## src/rtl/mcoi_rs485_frame_rx_pkg.sv

```systemverilog
// Shared constants and types for the MCOI RS485 diagnostic frame receiver.
package mcoi_rs485_frame_rx_pkg;

    localparam logic [7:0] RS485_SOF = 8'h7E;

    typedef enum logic [2:0] {
        IDLE,
        ID,
        LEN,
        DATA,
        CSUM
    } rs485_rx_state_t;

    typedef enum logic [1:0] {
        U_IDLE,
        U_START,
        U_DATA,
        U_STOP
    } uart_rx_state_t;

    typedef struct packed {
        logic [15:0] overrun;
        logic [15:0] timeout;
        logic [15:0] csum;
        logic [15:0] framing;
    } rs485_stat_t;

    function automatic logic [15:0] sat_inc16(input logic [15:0] v, input logic en);
        return (en && (v != 16'hFFFF)) ? v + 16'd1 : v;
    endfunction

endpackage

```

## src/rtl/mcoi_rs485_frame_rx_uart.sv

```systemverilog
// 8N1 byte receiver: 2-flop synchroniser, start-bit validation, mid-bit sampling,
// stop-bit check, and an inter-byte idle timer that ticks once per idle gap.
module mcoi_uart_rx_byte
    import mcoi_rs485_frame_rx_pkg::*;
#(
    parameter int BIT_DIV     = 868,
    parameter int TIMEOUT_CYC = 17360
) (
    input  logic       clk,
    input  logic       rst,
    input  logic       rx_i,
    output logic [7:0] byte_o,
    output logic       byte_valid_o,
    output logic       frame_err_o,
    output logic       idle_tick_o
);

    localparam int CW = (BIT_DIV > 2) ? $clog2(BIT_DIV) : 1;
    localparam int TW = (TIMEOUT_CYC > 2) ? $clog2(TIMEOUT_CYC) : 1;
    localparam logic [CW-1:0] HALF_LOAD = CW'(BIT_DIV / 2 - 1);
    localparam logic [CW-1:0] FULL_LOAD = CW'(BIT_DIV - 1);
    localparam logic [TW-1:0] TO_LOAD   = TW'(TIMEOUT_CYC - 1);

    uart_rx_state_t st_q;
    logic           rx_meta_q;
    logic           rx_sync_q;
    logic           rx_prev_q;
    logic [CW-1:0]  cnt_q;
    logic [2:0]     bit_q;
    logic [7:0]     shift_q;
    logic [7:0]     byte_q;
    logic           byte_valid_q;
    logic           frame_err_q;
    logic [TW-1:0]  timer_q;
    logic           timer_run_q;
    logic           tick_q;

    always_ff @(posedge clk or posedge rst) begin
        if (rst) begin
            st_q         <= U_IDLE;
            rx_meta_q    <= 1'b1;
            rx_sync_q    <= 1'b1;
            rx_prev_q    <= 1'b1;
            cnt_q        <= '0;
            bit_q        <= '0;
            shift_q      <= '0;
            byte_q       <= '0;
            byte_valid_q <= 1'b0;
            frame_err_q  <= 1'b0;
            timer_q      <= '0;
            timer_run_q  <= 1'b0;
            tick_q       <= 1'b0;
        end else begin
            rx_meta_q    <= rx_i;
            rx_sync_q    <= rx_meta_q;
            rx_prev_q    <= rx_sync_q;
            byte_valid_q <= 1'b0;
            frame_err_q  <= 1'b0;
            tick_q       <= 1'b0;

            case (st_q)
                U_IDLE: begin
                    if (rx_prev_q && !rx_sync_q) begin
                        st_q  <= U_START;
                        cnt_q <= HALF_LOAD;
                    end else if (timer_run_q) begin
                        // One tick per gap; rearmed only by the next stop bit.
                        if (timer_q == '0) begin
                            tick_q      <= 1'b1;
                            timer_run_q <= 1'b0;
                        end else begin
                            timer_q <= timer_q - TW'(1);
                        end
                    end
                end
                U_START: begin
                    timer_run_q <= 1'b0;
                    if (cnt_q == '0) begin
                        if (rx_sync_q) begin
                            st_q <= U_IDLE;
                        end else begin
                            st_q  <= U_DATA;
                            cnt_q <= FULL_LOAD;
                            bit_q <= '0;
                        end
                    end else begin
                        cnt_q <= cnt_q - CW'(1);
                    end
                end
                U_DATA: begin
                    if (cnt_q == '0) begin
                        shift_q <= {rx_sync_q, shift_q[7:1]};
                        cnt_q   <= FULL_LOAD;
                        if (bit_q == 3'd7) begin
                            st_q <= U_STOP;
                        end else begin
                            bit_q <= bit_q + 3'd1;
                        end
                    end else begin
                        cnt_q <= cnt_q - CW'(1);
                    end
                end
                U_STOP: begin
                    if (cnt_q == '0) begin
                        st_q        <= U_IDLE;
                        timer_q     <= TO_LOAD;
                        timer_run_q <= 1'b1;
                        if (rx_sync_q) begin
                            byte_valid_q <= 1'b1;
                            byte_q       <= shift_q;
                        end else begin
                            frame_err_q <= 1'b1;
                        end
                    end else begin
                        cnt_q <= cnt_q - CW'(1);
                    end
                end
                default: st_q <= U_IDLE;
            endcase
        end
    end

    assign byte_o       = byte_q;
    assign byte_valid_o = byte_valid_q;
    assign frame_err_o  = frame_err_q;
    assign idle_tick_o  = tick_q;

endmodule

```

## src/rtl/mcoi_rs485_frame_rx.sv

```systemverilog
// MCOI RS485 diagnostic frame receiver: SOF/ID/LEN/PAYLOAD/CSUM decode, valid/ack release.
// Statistics counters are built only when MCOI_RS485_RX_STATS_EN is defined.
module mcoi_rs485_frame_rx
    import mcoi_rs485_frame_rx_pkg::*;
#(
    parameter int CLK_FREQ_HZ  = 100_000_000,
    parameter int BAUD_RATE    = 115_200,
    parameter int MAX_PAYLOAD  = 16,
    parameter int TIMEOUT_BITS = 20
) (
    input  logic                               clk,
    input  logic                               rst,
    input  logic                               rs485_rx_i,
    output logic                               frame_valid_o,
    input  logic                               frame_ack_i,
    output logic [7:0]                         frame_id_o,
    output logic [$clog2(MAX_PAYLOAD+1)-1:0]   frame_len_o,
    output logic [8*MAX_PAYLOAD-1:0]           frame_data_o,
    output logic                               err_frame_o,
    output logic                               err_csum_o,
    output logic                               err_len_o,
    output logic                               err_timeout_o,
    output logic                               overrun_o,
    output logic [63:0]                        stat_cnt_o
);

    // state | meaning
    // IDLE  | hunting for SOF; other bytes ignored
    // ID    | next byte is the frame ID
    // LEN   | next byte is payload length, checked against 1..MAX_PAYLOAD
    // DATA  | collecting payload bytes into the working buffer
    // CSUM  | next byte is compared with the running XOR

    localparam int BIT_DIV = CLK_FREQ_HZ / BAUD_RATE;
    localparam int LW      = $clog2(MAX_PAYLOAD + 1);
    localparam int IW      = (MAX_PAYLOAD > 1) ? $clog2(MAX_PAYLOAD) : 1;
    localparam int DW      = 8 * MAX_PAYLOAD;
    localparam logic [7:0] MAX_LEN = 8'(MAX_PAYLOAD);

    logic [7:0] rx_byte;
    logic       rx_byte_valid;
    logic       rx_frame_err;
    logic       rx_idle_tick;

    mcoi_uart_rx_byte #(
        .BIT_DIV     (BIT_DIV),
        .TIMEOUT_CYC (TIMEOUT_BITS * BIT_DIV)
    ) u_uart (
        .clk          (clk),
        .rst          (rst),
        .rx_i         (rs485_rx_i),
        .byte_o       (rx_byte),
        .byte_valid_o (rx_byte_valid),
        .frame_err_o  (rx_frame_err),
        .idle_tick_o  (rx_idle_tick)
    );

    rs485_rx_state_t state_q;
    logic [7:0]      csum_q;
    logic [7:0]      id_q;
    logic [LW-1:0]   len_q;
    logic [IW-1:0]   idx_q;
    logic [DW-1:0]   wbuf_q;
    logic            frame_valid_q;
    logic [7:0]      frame_id_q;
    logic [LW-1:0]   frame_len_q;
    logic [DW-1:0]   frame_data_q;
    logic            err_frame_q;
    logic            err_csum_q;
    logic            err_len_q;
    logic            err_timeout_q;
    logic            overrun_q;

    always_ff @(posedge clk or posedge rst) begin
        if (rst) begin
            state_q       <= IDLE;
            csum_q        <= '0;
            id_q          <= '0;
            len_q         <= '0;
            idx_q         <= '0;
            wbuf_q        <= '0;
            frame_valid_q <= 1'b0;
            frame_id_q    <= '0;
            frame_len_q   <= '0;
            frame_data_q  <= '0;
            err_frame_q   <= 1'b0;
            err_csum_q    <= 1'b0;
            err_len_q     <= 1'b0;
            err_timeout_q <= 1'b0;
            overrun_q     <= 1'b0;
        end else begin
            err_frame_q   <= 1'b0;
            err_csum_q    <= 1'b0;
            err_len_q     <= 1'b0;
            err_timeout_q <= 1'b0;
            overrun_q     <= 1'b0;

            if (frame_valid_q && frame_ack_i) begin
                frame_valid_q <= 1'b0;
            end

            if (rx_frame_err) begin
                err_frame_q <= 1'b1;
                state_q     <= IDLE;
            end else if (rx_idle_tick && (state_q != IDLE)) begin
                err_timeout_q <= 1'b1;
                state_q       <= IDLE;
            end else if (rx_byte_valid) begin
                case (state_q)
                    IDLE: begin
                        if (rx_byte == RS485_SOF) begin
                            state_q <= ID;
                        end
                    end
                    ID: begin
                        id_q    <= rx_byte;
                        csum_q  <= rx_byte;
                        state_q <= LEN;
                    end
                    LEN: begin
                        if ((rx_byte == 8'h00) || (rx_byte > MAX_LEN)) begin
                            err_len_q <= 1'b1;
                            state_q   <= IDLE;
                        end else begin
                            len_q   <= LW'(rx_byte);
                            csum_q  <= csum_q ^ rx_byte;
                            idx_q   <= '0;
                            state_q <= DATA;
                        end
                    end
                    DATA: begin
                        for (int k = 0; k < MAX_PAYLOAD; k++) begin
                            if (idx_q == IW'(k)) begin
                                wbuf_q[8*k +: 8] <= rx_byte;
                            end
                        end
                        csum_q <= csum_q ^ rx_byte;
                        idx_q  <= idx_q + IW'(1);
                        if ((LW'(idx_q) + LW'(1)) == len_q) begin
                            state_q <= CSUM;
                        end
                    end
                    CSUM: begin
                        state_q <= IDLE;
                        if (rx_byte != csum_q) begin
                            err_csum_q <= 1'b1;
                        end else if (frame_valid_q) begin
                            // Covers the same-cycle ack: the old frame is cleared, the new one is dropped.
                            overrun_q <= 1'b1;
                        end else begin
                            frame_valid_q <= 1'b1;
                            frame_id_q    <= id_q;
                            frame_len_q   <= len_q;
                            for (int k = 0; k < MAX_PAYLOAD; k++) begin
                                frame_data_q[8*k +: 8] <= (k < int'(len_q)) ? wbuf_q[8*k +: 8] : 8'h00;
                            end
                        end
                    end
                    default: state_q <= IDLE;
                endcase
            end
        end
    end

    assign frame_valid_o = frame_valid_q;
    assign frame_id_o    = frame_id_q;
    assign frame_len_o   = frame_len_q;
    assign frame_data_o  = frame_data_q;
    assign err_frame_o   = err_frame_q;
    assign err_csum_o    = err_csum_q;
    assign err_len_o     = err_len_q;
    assign err_timeout_o = err_timeout_q;
    assign overrun_o     = overrun_q;

`ifdef MCOI_RS485_RX_STATS_EN
    rs485_stat_t stat_q;

    always_ff @(posedge clk or posedge rst) begin
        if (rst) begin
            stat_q <= '0;
        end else begin
            stat_q.overrun <= sat_inc16(stat_q.overrun, overrun_q);
            stat_q.timeout <= sat_inc16(stat_q.timeout, err_timeout_q);
            stat_q.csum    <= sat_inc16(stat_q.csum, err_csum_q);
            stat_q.framing <= sat_inc16(stat_q.framing, err_frame_q);
        end
    end

    assign stat_cnt_o = stat_q;
`else
    assign stat_cnt_o = '0;
`endif

endmodule

```

## config.mk

```make
export PLATFORM = sky130hd
export DESIGN_NAME = mcoi_rs485_frame_rx
export DESIGN_NICKNAME = d
export VERILOG_FILES = /design/src/rtl/mcoi_rs485_frame_rx_pkg.sv /design/src/rtl/mcoi_rs485_frame_rx_uart.sv /design/src/rtl/mcoi_rs485_frame_rx.sv
export SDC_FILE = /design/constraint.sdc
export NUM_CORES = 1
export LEC_CHECK = 0
export CELL_PAD_IN_SITES_DETAIL_PLACEMENT = 1
export CELL_PAD_IN_SITES_GLOBAL_PLACEMENT = 1
export CORE_MARGIN = 10
export CORE_UTILIZATION = 45
export DETAILED_ROUTE_END_ITERATION = 10
export DONT_BUFFER_PORTS = 1
export PLACE_DENSITY = 0.74
export SLEW_MARGIN = 20
export SYNTH_ARGS = -nofsm -noshare
export SYNTH_HDL_FRONTEND = slang
export SYNTH_SLANG_ARGS = --single-unit
```

## constraint.sdc

```tcl
create_clock -name clk -period 11.9 [get_ports clk]
set_input_delay 1.785 -clock clk [delete_from_list [all_inputs] [get_ports clk]]
set_output_delay 1.785 -clock clk [all_outputs]
set_load 0.005 [all_outputs]
```

== Word-level counts from Yosys, hierarchy flattened ==
Cells that the tools add are included.
Storage, ports and cells
  output and inout bits: 211
  flip-flop bits (word level): 356
  word-level logic and storage cells: 250
  bits of input ports: 4
Cells by class
  equality and inequality tests: 41
  bitwise operators: 6
  mux-type cells: 91
  add/subtract/negate cells: 5
  reductions and logical operators: 47
  $lt $le $gt $ge: 17
Operators with widths (count)
  8-bit two-way mux: 17
  5-bit AND reduction: 22
  15-bit two-way mux: 4
  10-bit two-way mux: 5
  4-bit by 5-bit < comparator with 1-bit output, first input constant: 8
  1-bit two-way mux: 40
  10-bit one-hot mux with 4 select lines: 1
  4-bit equality test, second input constant: 8
  15-bit one-hot mux with 2 select lines: 1
  3-bit two-way mux: 9
  8-bit one-hot mux with 3 select lines: 1
  3-bit by 5-bit < comparator with 1-bit output, first input constant: 4
  4-bit by 3-bit equality test with 1-bit output, second input constant: 4
  15-bit zero test: 1
  15-bit by 1-bit subtractor with 15-bit output, second input constant: 1
  2-bit two-way mux: 7
  2-bit by 1-bit != test with 1-bit output, second input constant: 6
  2-bit != test, second input constant: 6
  3-bit one-hot mux with 4 select lines: 1
  3-bit AND reduction: 4
  3-bit nonzero test: 4
  10-bit zero test: 1
  1-bit by 5-bit < comparator with 1-bit output, first input constant: 2
  2-bit by 5-bit < comparator with 1-bit output, first input constant: 2
  35 further kinds: 48

== Logic depth before layout (Yosys ltp) ==
Gate-level depths: netlist (run 1).
  depth after elaboration: 8
  mapped depth: 9
  mapped depth without buffers: 7

== Modules after synthesis ==
A second synthesis (run 1) with hierarchy kept.
Second synthesis, totals
  cell total of the unflattened synthesis: 1412
  area, all modules: 15856.5 sq um
By module, submodules not included
  mcoi_rs485_frame_rx: times used 1, seq. area each 7582.3 sq um, area an instance 13048.8 sq um, cells each 1143
  mcoi_uart_rx_byte: times used 1, seq. area each 1330.0 sq um, area an instance 2807.7 sq um, cells each 269

== Worst setup path after synthesis (run 1) ==
No wires, ideal clock.
  kind: register -> output
  start point: register frame_valid_q, in the netlist frame_valid_o
  end point: output frame_valid_o
  stages on the path, launching flop included: 1
  path buffers: 0
  data required time: 10115 ps
  setup slack: 9728 ps
  arrival: 387 ps
  cell sequence: dfrtp_1
RTL lines
  start, declared: RTL line mcoi_rs485_frame_rx.sv:64  | logic frame_valid_q;
  start signal, assigned: RTL line mcoi_rs485_frame_rx.sv:82  | frame_valid_q <= 1'b0;
  start signal, assigned: RTL line mcoi_rs485_frame_rx.sv:99  | frame_valid_q <= 1'b0;
  start signal, assigned: RTL line mcoi_rs485_frame_rx.sv:151  | frame_valid_q <= 1'b1;
  end, declared: RTL line mcoi_rs485_frame_rx.sv:14  | output logic frame_valid_o,
No word-level cell between the ends.

==> results of run 1 <==
==> layout make-up <==
cell class,instances,area (µm²)
Fill cell,3718,17400
Sequential cell,356,8910
Multi-Input combinational cell,983,6070
Clock buffer,64,1230
Tap cell,455,569
Timing Repair Buffer,16,148
Clock inverter,8,129
Inverter,27,109
==> Yosys cell counts (all sizes together), types with 6 or more instances <==
cell,count
nand2,334
a211oi,10
clkbuf,53
a21oi,23
nor3b,6
nor2,28
mux2i,6
nand3,150
a31oi,12
a22o,6
inv,27
nand2b,15
ha,14
nand4,10
nor4,7
nand3b,10
o21ai,18
o221ai,8
a21o,7
dfrtp,353
buf,97
o22a,6
mux2,157
nor3,10
xnor2,13
==> routing by layer <==
layer	track usage (%)	vias up
li1	-	4771
met1	23.4	5534
met2	31.8	202
met3	4.57	58
met4	4.82	2
met5	0	-
==> logic make-up (layout without fill, tap and decap cells) <==
group                      count (synthesis)  in the layout
adders and majority gates                 14             14
DFF                                      356            356
other                                      1             64
and+or+nand+nor                          598            598
xor gates and xnor gates                  15             15
buffers and inverters                    177            115
AOI/OAI and AO/OA                        129            129
muxes                                    163            163
==> flip-flops by register name, indices dropped and copies added (netlist names), 8 cells and up, named ones only <==
register / cells
frame_id_o: 8
csum_q: 8
u_uart.byte_o: 8
u_uart.cnt_q: 10
u_uart.shift_q: 8
u_uart.timer_q: 15
wbuf_q: 128
frame_data_o: 128
id_q: 8
==> power breakdown <==
part / internal (mW) / switching, mW / total (mW) / leakage (nW)
logic: 0.154 / 0.300 / 0.454 / 3.27
clock network: 0.775 / 0.486 / 1.26 / 0.665
registers: 1.26 / 0.0474 / 1.30 / 4.92
total: 2.19 / 0.833 / 3.02 / 8.86
==> metrics by stage <==
stage,utilization (%),std cells,hold WS [ps],setup slack (ps),power [mW]
after floorplan,-,1516,345,243,1.68
after global placement,45.6,1836,347,8410,1.76
after detailed placement,45.6,1836,356,8380,1.77
after CTS,49.6,1908,364,8940,3.04
after global routing,49.7,1909,369,8710,3.17
final,49.7,1909,361,8990,3.02
==> worst min-delay path by stage <==
stage	cells past startpoint	end
2_1_floorplan	0	u_uart.rx_sync_q
4_1_cts	0	u_uart.rx_sync_q
3_5_place_dp	0	u_uart.rx_sync_q
6_report	0	u_uart.rx_sync_q
5_1_grt	0	u_uart.rx_sync_q
3_3_place_gp	0	u_uart.rx_sync_q
==> results.ini, run 1 <==
[logic_synthesis]
synth_edf_count = 0
syn_area_mm2 = 0.0157
synth_top_area_share_pct = 56.1
synth_mux_area_share_pct = 11.6
yosys.area_share.simple_pct = 17.5
synth_area_leaders = dfrtp_1 56%, mux2_2 11%, nand2_1 8.0%, nand3_1 4.5%, buf_4 3.4%
synthArstFlopShare_pct = 100
yosys_warnings = 0
synth-xor-area-share_pct = 0.834
yosysSeqAreaShare_pct = 56.6
synth_top_family_by_area = simple AND/OR/NAND/NOR gates
synthAdderAreaFrac_pct = 1.11
synth_seq_cells = 356
syn_inst = 1453
synth_area_leader_cell = dfrtp_1
synth_flop_cell = dfrtp_1
synth_compound_area_share_pct = 5.82
avgSynthCellArea_um2 = 10.8
synth_cell_type_count = 67

[placement]
gp_congestion = 0.825
hpwl_mm = 26.3
place_area_mm2 = 0.0158
buffer_ports.inserted = 0

[finish]
drive_gt1_share_pct = 17.9
area_growth_pct = 9.02
nets = 1442
layout_commonest_cell = dfrtp_1
final_cell_mix = 353 x dfrtp_1, 334 x nand2_1, 157 x mux2_2
n_antenna_cell = 0
design_area_mm2 = 0.0172

[routing]
drc = 0
drt-wirelength-per-cell_um = 21.5
wl_met3_mm = 2.26
drtPass1Iterations = 4
viasPerCell = 5.54
ant_nets = 0
highest_layer = met5
wl_met2_mm = 20.7
drt_iter0_drc = 571
m1WireLength_mm = 17.4
wl_mm = 41.1
num_vias = 10600

[global_routing]
antenna_found_initial = 2
grt_max_degree = 128
grt_overflow = 0
track_usage_pct = 18.7
grt_pass1_wl_mm = 65.9
first_global_vias = 11300

[critical_path]
cp.depth = 2
reg2regPathDepth = 6
setup.worst_path.start = rst
crit_buf_inv = 2
critPathKind = in -> async
crit_family = buffers and inverters
cp-start-kind = input pin
cp_data_required_time_ps = 12400
setup.worst_path.end = overrun_o
setup.worst_path.end_class = async pin
cp.arrival_ps = 3400
rr_startpoint = u_uart.st_q[0]
critPathMaxStageDelay_ps = 910
crit_fanout = 127
slowest_stage = buf_4
rr_endpoint = u_uart.cnt_q[8]
reg2reg_slack_ps = 9090
path_cells = inv_8, buf_4

[timing]
rsz0062_at_grt = false
hold_violations = 0
slew_violations = 0
relSlewSlack_pct = 29.4
post-route-min-period_ps = 2910
post-route-period-util_pct = 24.4
fmax_ghz = 0.344
final.setup_skew_ps = 25.4
finalSetupViolCount = 0
worstMarginPinSlew_ps = 1060
setup_tns_ps = 0

[clock_network]
clk_pin_slew_ps = 60
clockBufferDepth = 3
cts_buffers = 40
h-tree-depth = 2
cts-root-buf = clkbuf_16
cts.sinks = 356
cts_setup_buffers = 0
cts_tree = done
postCtsHoldBufs = 0
cts_resized = 0
clk_latency_ps = 540

[min_path]
hp-start = u_uart.rx_meta_q
min_path_type = reg -> reg

[floorplanning]
dieHeight_um = 207
die_w_um = 207
coreArea_mm2 = 0.0345
die-area_mm2 = 0.0429
rows = 68
num_io_pins = 215
start_util_pct = 45.6

[power_and_ir_drop]
p_leak_nw = 8.86
powerDensity_mw_per_mm2 = 176
max-vdd-ir-drop_mv = 0.165

[run]
drv_cap = 0

[status]
status = finished, final reports clean

Note: power is estimated with default switching activity, not from simulation.
==> run 2, diff against run 1 <==
==> constraint.sdc (replaced) <==
create_clock -name clk -period 2.65 [get_ports clk]
set_input_delay 0.3975 -clock clk [delete_from_list [all_inputs] [get_ports clk]]
set_output_delay 0.3975 -clock clk [all_outputs]
set_load 0.005 [all_outputs]
==> results.ini, run 2 (synthesis results as in run 1) <==
[clock_network]
cts-root-buf = clkbuf_16
cts_buffers = 41
clockBufferDepth = 3
cts_tree = done
clk_pin_slew_ps = 60
cts_setup_buffers = 0
cts.sinks = 356
h-tree-depth = 2
clk_latency_ps = 540
cts_resized = 0

[floorplanning]
rows = 68
dieHeight_um = 207
coreArea_mm2 = 0.0345
start_util_pct = 45.6
die_w_um = 207
die-area_mm2 = 0.0429
num_io_pins = 215

[timing]
worstMarginPinSlew_ps = 736
finalSetupViolCount = 0
post-route-period-util_pct = 90.9
hold_ws_ps = 356
hold_violations = 0
relSlewSlack_pct = 50.9
fmax_ghz = 0.415
slew_violations = 0
rsz0062_at_grt = false
final.setup_skew_ps = 20.0
post-route-min-period_ps = 2410

[min_path]
hp-start = u_uart.rx_meta_q
min_path_type = reg -> reg

[critical_path]
crit_fanout = 54
critPathKind = reg -> reg
crit_top_cell = nand2_1
cp_data_required_time_ps = 3060
crit_family = simple AND/OR/NAND/NOR gates
critPathMaxStageDelay_ps = 770
path_cells = nor3b_2, nand3_1, or4_4, buf_12, nand2_1, nand2_1
setup.worst_path.start = u_uart.frame_err_o
slowest_stage = or4_4
cp-start-kind = register
cp.arrival_ps = 2820
rr_startpoint = u_uart.frame_err_o
setup.worst_path.end_class = register
crit_buf_inv = 1

[finish]
layout_commonest_cell = dfrtp_1
area_growth_pct = 11.0
drive_gt1_share_pct = 19.4
final_cell_mix = 353 x dfrtp_1, 334 x nand2_1, 157 x mux2_2
design_area_mm2 = 0.0175
final_util_pct = 50.6
nets = 1467

[routing]
drt-wirelength-per-cell_um = 21.8
wl_mm = 42.2
viasPerCell = 5.45
num_vias = 10600
ant_nets = 0
drtPass1Iterations = 4
drc = 0
drt_iter0_drc = 591

[power_and_ir_drop]
max-vdd-ir-drop_mv = 0.512
p_leak_nw = 9.02
powerDensity_mw_per_mm2 = 795

[run]
drv_cap = 0

[placement]
gp_congestion = 0.864
place_area_mm2 = 0.0160
hpwl_mm = 27.8
buffer_ports.inserted = 0

[global_routing]
grt_pass1_wl_mm = 67.9
met3_usage_pct = 4.27
antenna_found_initial = 2
grt_overflow = 0
first_global_vias = 11500
met2_usage_pct = 33.6
track_usage_pct = 19.2
grt_use_met1_pct = 23.6
grt_max_degree = 93
grt_busiest_layer = met2

[status]
status = finished, final reports clean

==> run 2: changes by cell type in the layout (fill, tap and decap cells not counted), sizes merged, moves of 3 or more <==
cell,delta
clkbuf,-6
clkinv,+4
clkinvlp,+4
dlygate4sd3,+3
buf,+21
==> run 2: path summary, 6_finish.rpt <==
| path | slack [ps] | to | cells past startpoint |
|---|---|---|---|
| min in group asynchronous | 480 | wbuf_q[27] | 2 |
| worst min-delay path | 360 | u_uart.rx_sync_q | 0 |
| worst max-delay path | 240 | frame_data_o[0] | 6 |
| worst min register to register | 360 | u_uart.rx_sync_q | 0 |
| worst max register to register | 240 | frame_data_o[0] | 6 |
| max in group asynchronous | 1240 | u_uart.rx_prev_q | 3 |
==> run 2: routing by layer <==
metal,share of wire [%],wire (µm),up-vias
li1,-,-,4854
met1,42,17800,5437
met2,51,21400,214
met3,5.1,2140,55
met4,2.0,857,2
met5,0.031,13,-
==> run 2: through the flow <==
| stage | power (mW) | std cells | TNS (ps) | setup WS (ps) |
|---|---|---|---|---|
| floorplan | 7.55 | 1516 | -891580 | -2520 |
| global placement | 8.00 | 1858 | 0 | 329 |
| detailed placement | 8.11 | 1858 | 0 | 283 |
| CTS | 14.0 | 1936 | 0 | 244 |
| global route | 14.6 | 1936 | 0 | 77.3 |
| finish | 13.9 | 1937 | 0 | 242 |
==> run 2: cell type report <==
cell class	instances	area [µm²]
Tap cell	455	569
Antenna cell	1	2.50
Inverter	27	105
Fill cell	3704	17100
Multi-Input combinational cell	983	6060
Sequential cell	356	8910
Clock inverter	17	203
Timing Repair Buffer	40	408
Clock buffer	58	1210
==> run 2: worst register-to-register path: cells and delay by family, from the launching register on <==
family | cells | cell delay, ps
simple gates | 5 | 1570
flops | 1 | 440
buf+inv | 1 | 280
==> run 2: what timing repair did <==
action                                  in CTS  in global routing
endpoints found under the setup margin       0                  0
hold buffers                                 3                  0
hold endpoints to repair                    23                  0
==> run 2: power by group <==
group	total, mW	switching (mW)	leakage [nW]	internal [mW]
clock network	5.85	2.26	0.689	3.59
logic	2.17	1.41	3.41	0.763
registers	5.86	0.220	4.92	5.65
==> run 3, diff against run 2 <==
--- a/config.mk
+++ b/config.mk
@@ -7,7 +7,7 @@
 export LEC_CHECK = 0
 export CELL_PAD_IN_SITES_DETAIL_PLACEMENT = 1
 export CELL_PAD_IN_SITES_GLOBAL_PLACEMENT = 1
-export CORE_MARGIN = 10
+export CORE_MARGIN = 4
 export CORE_UTILIZATION = 45
 export DETAILED_ROUTE_END_ITERATION = 10
 export DONT_BUFFER_PORTS = 1
==> results.ini, run 3 (synthesis results as in run 1) <==
[global_routing]
track_usage_pct = 21.8
grt_overflow = 0
grt_pass1_wl_mm = 66.9
grt_max_degree = 142
antenna_found_initial = 1
first_global_vias = 11500

[timing]
worst_slack_ps = 302
setup_tns_ps = 0
rsz0062_at_grt = false
hold_violations = 0
relSlewSlack_pct = 57.1
hold_ws_ps = 350
post-route-period-util_pct = 88.6
worstMarginPinSlew_ps = 643
fmax_ghz = 0.426
final.setup_skew_ps = 19.2
post-route-min-period_ps = 2350
finalSetupViolCount = 0
slew_violations = 0

[critical_path]
cp.arrival_ps = 2780
rr_endpoint = u_uart.timer_q[5]
cp-start-kind = register
crit_buf_inv = 1
critPathKind = reg -> reg
cp_data_required_time_ps = 3080
slowest_stage = dfrtp_1
setup.worst_path.end_class = register
path_cells = inv_1, ha_1, nor4b_4, nand3_4, a21o_1, a211o_1, a22o_1
rr_startpoint = u_uart.cnt_q[0]
crit_family = compound AO/OA/AOI/OAI gates
critPathMaxStageDelay_ps = 390
reg2reg_slack_ps = 300
crit_fanout = 14
reg2regPathDepth = 7

[floorplanning]
rows = 68
die_w_um = 195
dieHeight_um = 195
die-area_mm2 = 0.0381
coreArea_mm2 = 0.0345
start_util_pct = 45.6
num_io_pins = 215

[clock_network]
cts_resized = 0
cts_tree = done
clockBufferDepth = 3
cts-root-buf = clkbuf_16
postCtsHoldBufs = 3
cts_setup_buffers = 0
cts.sinks = 356
cts_buffers = 40
h-tree-depth = 2
clk_pin_slew_ps = 60
clk_latency_ps = 560

[finish]
instances_no_fill = 1936
layout_commonest_cell = dfrtp_1
design_area_mm2 = 0.0175
fillerInstances = 3682
final_cell_mix = 353 x dfrtp_1, 334 x nand2_1, 157 x mux2_2
final_util_pct = 50.5
nets = 1467
area_growth_pct = 10.8
drive_gt1_share_pct = 19.4

[placement]
place_area_mm2 = 0.0160
placed_cells = 1859
hpwl_mm = 26.7
gp_congestion = 0.811
dp_slack_ps = 326
buffer_ports.inserted = 0

[routing]
drt_iter0_drc = 577
viasPerCell = 5.49
drt-wirelength-per-cell_um = 21.3
num_vias = 10600
wl_mm = 41.3
drc = 0
drtPass1Iterations = 6
ant_nets = 0

[run]
drv_cap = 0

[power_and_ir_drop]
fin_total_pwr_mw = 13.9
powerDensity_mw_per_mm2 = 795
max-vdd-ir-drop_mv = 0.635
p_leak_nw = 9.02

[status]
status = finished, final reports clean

[min_path]
min_path_type = in -> async

[run 3: cell types whose count changed in the layout (fill, tap and decap cells not counted)]
| cell | change |
|---|---|
| clkbuf_8 | +5 |
| clkinv_2 | -5 |
| buf_4 | +3 |
| buf_12 | -2 |
| clkinvlp_4 | -2 |
| bufinv_16 | -1 |
| clkbuf_1 | -1 |
| clkbuf_16 | -1 |
| clkinv_8 | +1 |
| diode_2 | +1 |
| inv_6 | +1 |
[run 3: worst max-delay path by stage]
stage / from / endpoint / slack [ps] / depth (start not counted)
detailed placement: u_uart.cnt_q[0] / u_uart.timer_q[5] / 330 / 7
global placement: u_uart.byte_o[2] / frame_id_o[5] / 430 / 6
finish: u_uart.cnt_q[0] / u_uart.timer_q[5] / 300 / 7
floorplan: rst / async pin / -2520 / 1
CTS: u_uart.cnt_q[0] / u_uart.timer_q[5] / 300 / 7
global route: u_uart.cnt_q[0] / u_uart.timer_q[5] / 150 / 7
[run 3: report_power, final]
| group | switching (mW) | leakage (nW) | internal [mW] |
|---|---|---|---|
| combinational | 1.38 | 3.41 | 0.804 |
| sequential | 0.216 | 4.92 | 5.65 |
| clock | 2.27 | 0.689 | 3.56 |
| total | 3.87 | 9.02 | 10.0 |
[run 3: area by class of cell]
class                      count  area (µm²)  area share (%)
antenna                        2        5.00          0.0287
clock buffer                  61        1250            7.18
clock inverter                11         158           0.903
inverter                      27         105           0.602
multi-input combinational    983        6060            34.7
sequential                   356        8910            51.1
tap                          455         569            3.26
timing repair buffer          41         390            2.24
[run 3: layer usage]
layer	global-route usage (%)	vias to the layer above	routed length (µm)
li1	-	4833	-
met1	27.4	5528	17000
met3	4.97	52	2240
met4	5.12	0	811
met5	0	-	0
met2	38.3	218	21200
